`config.mk`:
```
export PLATFORM = sky130hd
export DESIGN_NAME = uart_cmd_parser
export DESIGN_NICKNAME = d
export VERILOG_FILES = /design/src/rtl/uart_cmd_parser.sv
export SDC_FILE = /design/constraint.sdc
export NUM_CORES = 1
export LEC_CHECK = 0
export ABC_AREA = 1
export CAP_MARGIN = 10
export CORE_UTILIZATION = 40
export DETAILED_ROUTE_END_ITERATION = 7
export GPL_TIMING_DRIVEN = 0
export HOLD_SLACK_MARGIN = 0.03
export PLACE_DENSITY_LB_ADDON = 0.1
export SLEW_MARGIN = 10
export SYNTH_ARGS = -nofsm -noshare
export SYNTH_HDL_FRONTEND = slang
export SYNTH_SLANG_ARGS = --single-unit
```
`constraint.sdc`:
```
create_clock -name clk -period 7.45 [get_ports clk]
set_input_delay 1.1175 -clock clk [delete_from_list [all_inputs] [get_ports clk]]
set_output_delay 1.1175 -clock clk [all_outputs]
set_load 0.05 [all_outputs]
```
`src/rtl/uart_cmd_parser.sv`:
```
// uart_cmd_parser: frames header/cmd/len/payload/checksum commands from the
// UART byte strobe, holds a verified frame until acked, pulses on errors.
//
// Ports:
//   clk, rst          clock, async active-high reset
//   rx_data, rx_rdy   received byte and its ready strobe (edge = one byte)
//   cmd_valid         frame held, level until cmd_ack
//   cmd_code, cmd_len command byte and payload length of the frame
//   rd_addr, rd_data  combinational payload read port
//   cmd_ack           frame consumed (only seen while cmd_valid)
//   busy              parser not idle
//   chk_err, len_err, tout_err, drop_err  one-cycle error pulses
module uart_cmd_parser #(
  parameter logic [7:0] HEADER  = 8'hAA,
  parameter int         MAX_LEN = 16,
  parameter int         TIMEOUT = 25000,
  localparam int        LW      = $clog2(MAX_LEN + 1),
  localparam int        AW      = $clog2(MAX_LEN)
) (
  input  logic          clk,
  input  logic          rst,
  input  logic [7:0]    rx_data,
  input  logic          rx_rdy,
  output logic          cmd_valid,
  output logic [7:0]    cmd_code,
  output logic [LW-1:0] cmd_len,
  input  logic [AW-1:0] rd_addr,
  output logic [7:0]    rd_data,
  input  logic          cmd_ack,
  output logic          busy,
  output logic          chk_err,
  output logic          len_err,
  output logic          tout_err,
  output logic          drop_err
);

  localparam int TW = $clog2(TIMEOUT);
  localparam logic [7:0] MAXB = 8'(MAX_LEN);
  localparam logic [TW-1:0] TLAST = TW'(TIMEOUT - 2);

  typedef enum logic [2:0] {
    S_IDLE,
    S_CMD,
    S_LEN,
    S_DATA,
    S_CHK,
    S_HOLD
  } state_t;

  state_t        state_q, state_d;
  logic          rdy_q;
  logic [7:0]    code_q, code_d;
  logic [LW-1:0] len_q, len_d;
  logic [LW-1:0] idx_q, idx_d;
  logic [7:0]    sum_q, sum_d;
  logic [TW-1:0] cnt_q, cnt_d;
  logic          chk_q, chk_d;
  logic          lerr_q, lerr_d;
  logic          tout_q, tout_d;
  logic          drop_q, drop_d;
  logic          wr_en;
  logic [7:0]    pay_q [MAX_LEN];

  logic acc;
  logic active;
  logic [LW-1:0] idx_nx;

  assign acc    = rx_rdy & ~rdy_q;
  assign active = (state_q == S_CMD) || (state_q == S_LEN) ||
                  (state_q == S_DATA) || (state_q == S_CHK);
  assign idx_nx = idx_q + LW'(1);

  always_comb begin
    state_d = state_q;
    code_d  = code_q;
    len_d   = len_q;
    idx_d   = idx_q;
    sum_d   = sum_q;
    cnt_d   = '0;
    wr_en   = 1'b0;
    chk_d   = 1'b0;
    lerr_d  = 1'b0;
    tout_d  = 1'b0;
    drop_d  = 1'b0;
    unique case (state_q)
      S_IDLE: begin
        if (acc && rx_data == HEADER) state_d = S_CMD;
      end
      S_CMD: begin
        if (acc) begin
          code_d  = rx_data;
          sum_d   = rx_data;
          state_d = S_LEN;
        end
      end
      S_LEN: begin
        if (acc) begin
          sum_d = sum_q + rx_data;
          if (rx_data > MAXB) begin
            lerr_d  = 1'b1;
            state_d = S_IDLE;
          end else begin
            len_d   = rx_data[LW-1:0];
            idx_d   = '0;
            state_d = (rx_data == 8'd0) ? S_CHK : S_DATA;
          end
        end
      end
      S_DATA: begin
        if (acc) begin
          wr_en = 1'b1;
          sum_d = sum_q + rx_data;
          idx_d = idx_nx;
          if (idx_nx == len_q) state_d = S_CHK;
        end
      end
      S_CHK: begin
        if (acc) begin
          if (rx_data == sum_q) begin
            state_d = S_HOLD;
          end else begin
            chk_d   = 1'b1;
            state_d = S_IDLE;
          end
        end
      end
      S_HOLD: begin
        drop_d = acc;
        if (cmd_ack) state_d = S_IDLE;
      end
      default: state_d = S_IDLE;
    endcase
    // An accepted byte clears the counter (default 0) and beats the timeout.
    if (active && !acc) begin
      if (cnt_q == TLAST) begin
        tout_d  = 1'b1;
        state_d = S_IDLE;
      end else begin
        cnt_d = cnt_q + TW'(1);
      end
    end
  end

  always_ff @(posedge clk or posedge rst) begin
    if (rst) begin
      state_q <= S_IDLE;
      rdy_q   <= 1'b0;
      code_q  <= '0;
      len_q   <= '0;
      idx_q   <= '0;
      sum_q   <= '0;
      cnt_q   <= '0;
      chk_q   <= 1'b0;
      lerr_q  <= 1'b0;
      tout_q  <= 1'b0;
      drop_q  <= 1'b0;
    end else begin
      state_q <= state_d;
      rdy_q   <= rx_rdy;
      code_q  <= code_d;
      len_q   <= len_d;
      idx_q   <= idx_d;
      sum_q   <= sum_d;
      cnt_q   <= cnt_d;
      chk_q   <= chk_d;
      lerr_q  <= lerr_d;
      tout_q  <= tout_d;
      drop_q  <= drop_d;
    end
  end

  always_ff @(posedge clk or posedge rst) begin
    if (rst) begin
      for (int i = 0; i < MAX_LEN; i++) pay_q[i] <= '0;
    end else if (wr_en) begin
      pay_q[idx_q[AW-1:0]] <= rx_data;
    end
  end

  assign cmd_valid = (state_q == S_HOLD);
  assign busy      = (state_q != S_IDLE);
  assign cmd_code  = code_q;
  assign cmd_len   = len_q;
  assign rd_data   = pay_q[rd_addr];
  assign chk_err   = chk_q;
  assign len_err   = lerr_q;
  assign tout_err  = tout_q;
  assign drop_err  = drop_q;

endmodule

```
==> flow_summary.yaml <==
critical_path:
  required_ns: 6.33
  crit_path_start_kind: "input pin"
  worstSetupPathType: "input pin to primary output"
  critPathMaxFanout: 10
  cpPeakStageDelay_ns: 0.81
  crit_chain: "buf_2 > buf_2 > buf_2 > mux2i_1 > o211ai_1 > nand3_1 > nand2_1 > clkdlybuf4s50_1"
  slowest_stage: "clkdlybuf4s50_1"
  cp.arrival_ns: 3.58
  critPathMostFrequentCell: "buf_2"
  cp-end-kind: "primary output"
grt:
  grt_max_degree: 112
  grt_pass1_vias: 6917
  antenna_found_initial: 0
  grt_overflow_total: 0
  grt_first_pass_wirelength_mm: 39.4
  grt_usage: 0.234
timing:
  timing.final.crit_share: 0.631
  fin_skew_ns: 0.00743
  hold-worst-slack_ns: 0.476
  rsz0062_at_grt: "no"
  finalMaxSlewViolations: 0
  setup_viol: 0
  slew_headroom: 0.378
  fin_crit_ns: 4.70
  finalHoldViolCount: 0
  worstMarginPinSlew_ns: 0.933
  fmax_mhz: 213
clock_network:
  numCtsBuffers: 17
  cts-hold-fix-buffers: 0
  cts_resized: 0
  clockBufferDepth: 2
  root_buffer: "clkbuf_16"
  clock_sinks: 177
  cts-htree-levels: 4
  clk_pin_slew_ns: 0.07
  post_cts_buffers: 0
  cts_tree: "built"
  insertion_delay_ns: 0.44
yosys:
  syn_inst: 1016
  avgSynthCellArea_sq_um: 8.74
  syn_nets: 1046
  yosysWarnings: 0
  ys_ff_latch: 177
  ys_types: 36
  ys_seq_area_frac: 0.499
  synth_area_sq_um: 8880
route:
  wl_mm: 25.0
  drt-initial-drc-count: 541
  vias: 7151
  first_pass_iters: 7
  ant_nets: 0
  wl_per_cell_um: 18.3
  drc: 0
  viasPerCell: 5.23
floorplan:
  die_height_um: 151
  io_pins: 43
  fp.dieArea_sq_um: 22800
  initial_core_util: 0.407
  rows: 54
  fp.dieW_um: 151
  coreArea_sq_um: 21800
cells_and_area:
  fin_nets: 1104
  layout_commonest_cell: "nand2_1"
  final_cell_mix: "222 x nand2_1, 177 x dfrtp_1, 99 x o21ai_0"
  utilization: 0.467
  drive_above_1_share: 0.105
  n_antenna_cell: 0
  area_delta_synth_final_pct: 14.8
  fin_cells: 1367
hold_path:
  hold_path_class: "flop to flop"
placement:
  placedCellCount: 1335
  place_congestion: 0.842
  dp_hpwl_mm: 17.3
  io_buffers: 38
power_and_ir_drop:
  ir_worst_vdd_uv: 142
  p_per_area_nw_per_um2: 204
  p_leak_uw: 0.00454
  finalPower_uw: 2080
outcome:
  status: "finished clean"
flow_run:
  drv_cap: 0
-- worst paths after layout --
path / start / end / slack (ns) / cells past startpoint
max in group asynchronous: rst / pay_q[66]$_DFFE_PP0P_ / 5.38 / 3
min in group asynchronous: rst / cnt_q[14]$_DFF_PP0_ / 1.12 / 2
worst min-delay path: pay_q[93]$_DFFE_PP0P_ / pay_q[93]$_DFFE_PP0P_ / 0.48 / 2
worst max-delay path: rd_addr[0] / rd_data[2] / 2.75 / 8
worst max register to register: state_q[2]$_DFF_PP0_ / pay_q[64]$_DFFE_PP0P_ / 5.30 / 9
worst min register to register: pay_q[93]$_DFFE_PP0P_ / pay_q[93]$_DFFE_PP0P_ / 0.48 / 2
-- metrics by stage --
stage / cell area (sq um) / setup TNS, ns / worst slack (ns)
after detailed placement: 9650 / 0 / 2.78
after global routing: 10200 / 0 / 2.68
final: 10200 / 0 / 2.75
after floorplan: 8880 / 0 / 1.53
after global placement: 9620 / -222.71 / -1.28
after CTS: 10200 / 0 / 2.77
-- final cells by class --
class | count | area, sq um
Inverter | 93 | 362
Tap cell | 280 | 350
Buffer | 55 | 314
Fill cell | 2180 | 11600
Timing Repair Buffer | 39 | 408
Clock buffer | 18 | 429
Clock inverter | 14 | 119
Sequential cell | 177 | 4430
Multi-Input combinational cell | 691 | 3790
-- synthesized netlist by cell type --
cell | number | area (sq um)
buf_4 | 1 | 7.51
xor2_1 | 7 | 61.3
buf_1 | 2 | 7.51
o21ba_2 | 1 | 10.0
nand2_2 | 9 | 56.3
o21ai_1 | 64 | 320
inv_2 | 5 | 18.8
nand3b_1 | 2 | 15.0
o21bai_1 | 1 | 7.51
nor2_1 | 52 | 195
inv_1 | 85 | 319
clkinv_1 | 2 | 7.51
o21ai_2 | 32 | 280
nor3b_1 | 1 | 7.51
buf_2 | 11 | 55.1
o21ai_0 | 99 | 495
nand4_1 | 9 | 56.3
fa_1 | 1 | 20.0
ha_1 | 13 | 163
nand3_1 | 35 | 175
o22ai_1 | 2 | 12.5
dfrtp_1 | 177 | 4430
a31oi_1 | 6 | 37.5
a21oi_1 | 50 | 250
nand3_4 | 3 | 52.6
nor3_1 | 7 | 35.0
nor2_8 | 4 | 80.1
nor2_4 | 2 | 22.5
o211ai_1 | 34 | 255
a21o_1 | 1 | 7.51
nand2_1 | 222 | 833
mux2i_1 | 32 | 320
buf_6 | 12 | 135
inv_6 | 1 | 8.76
clkbuf_1 | 29 | 109
xnor2_1 | 2 | 17.5
-- state kept, by name, summed over array words and instances (netlist names), 3 cells and up --
name      count
cnt_q        15
cmd_code      8
idx_q         5
pay_q       128
cmd_len       5
state_q       3
sum_q         8
-- kinds of logic (layout without fill, tap and decap cells) --
family / Yosys count / in the layout / share of synthesized area
multiplexers: 32 / 32 / 0.0361
XOR/XNOR: 9 / 9 / 0.00887
AND/OR/NAND/NOR: 346 / 346 / 0.172
AO/OA/AOI/OAI: 290 / 290 / 0.189
buffers and inverters: 148 / 219 / 0.0752
adder cells (fa/ha/maj): 14 / 14 / 0.0206
flip-flops: 177 / 177 / 0.499
-- report_power, final --
part	internal [uW]	leakage, uW	switching, uW
clock	439	0.000270	423
sequential	973	0.00243	9.31
combinational	68.5	0.00185	168
total	1480	0.00454	601
-- layer usage --
metal  wire [um]  track usage  up-vias  share of wire
met5           0            0        -              0
met4         436       0.0680        0          0.017
met3         837       0.0319       30          0.034
met2       11400        0.371      143           0.46
met1       12300        0.331     3457           0.49
li1            -            -     3521              -
-- critical path: cells and delay by family --
family,cells,cell delay (ns)
compound gates,1,0.27
buf+inv,4,1.72
mux,1,0.17
simple gates,2,0.29
No activity file was read; power rests on OpenSTA's default activity.
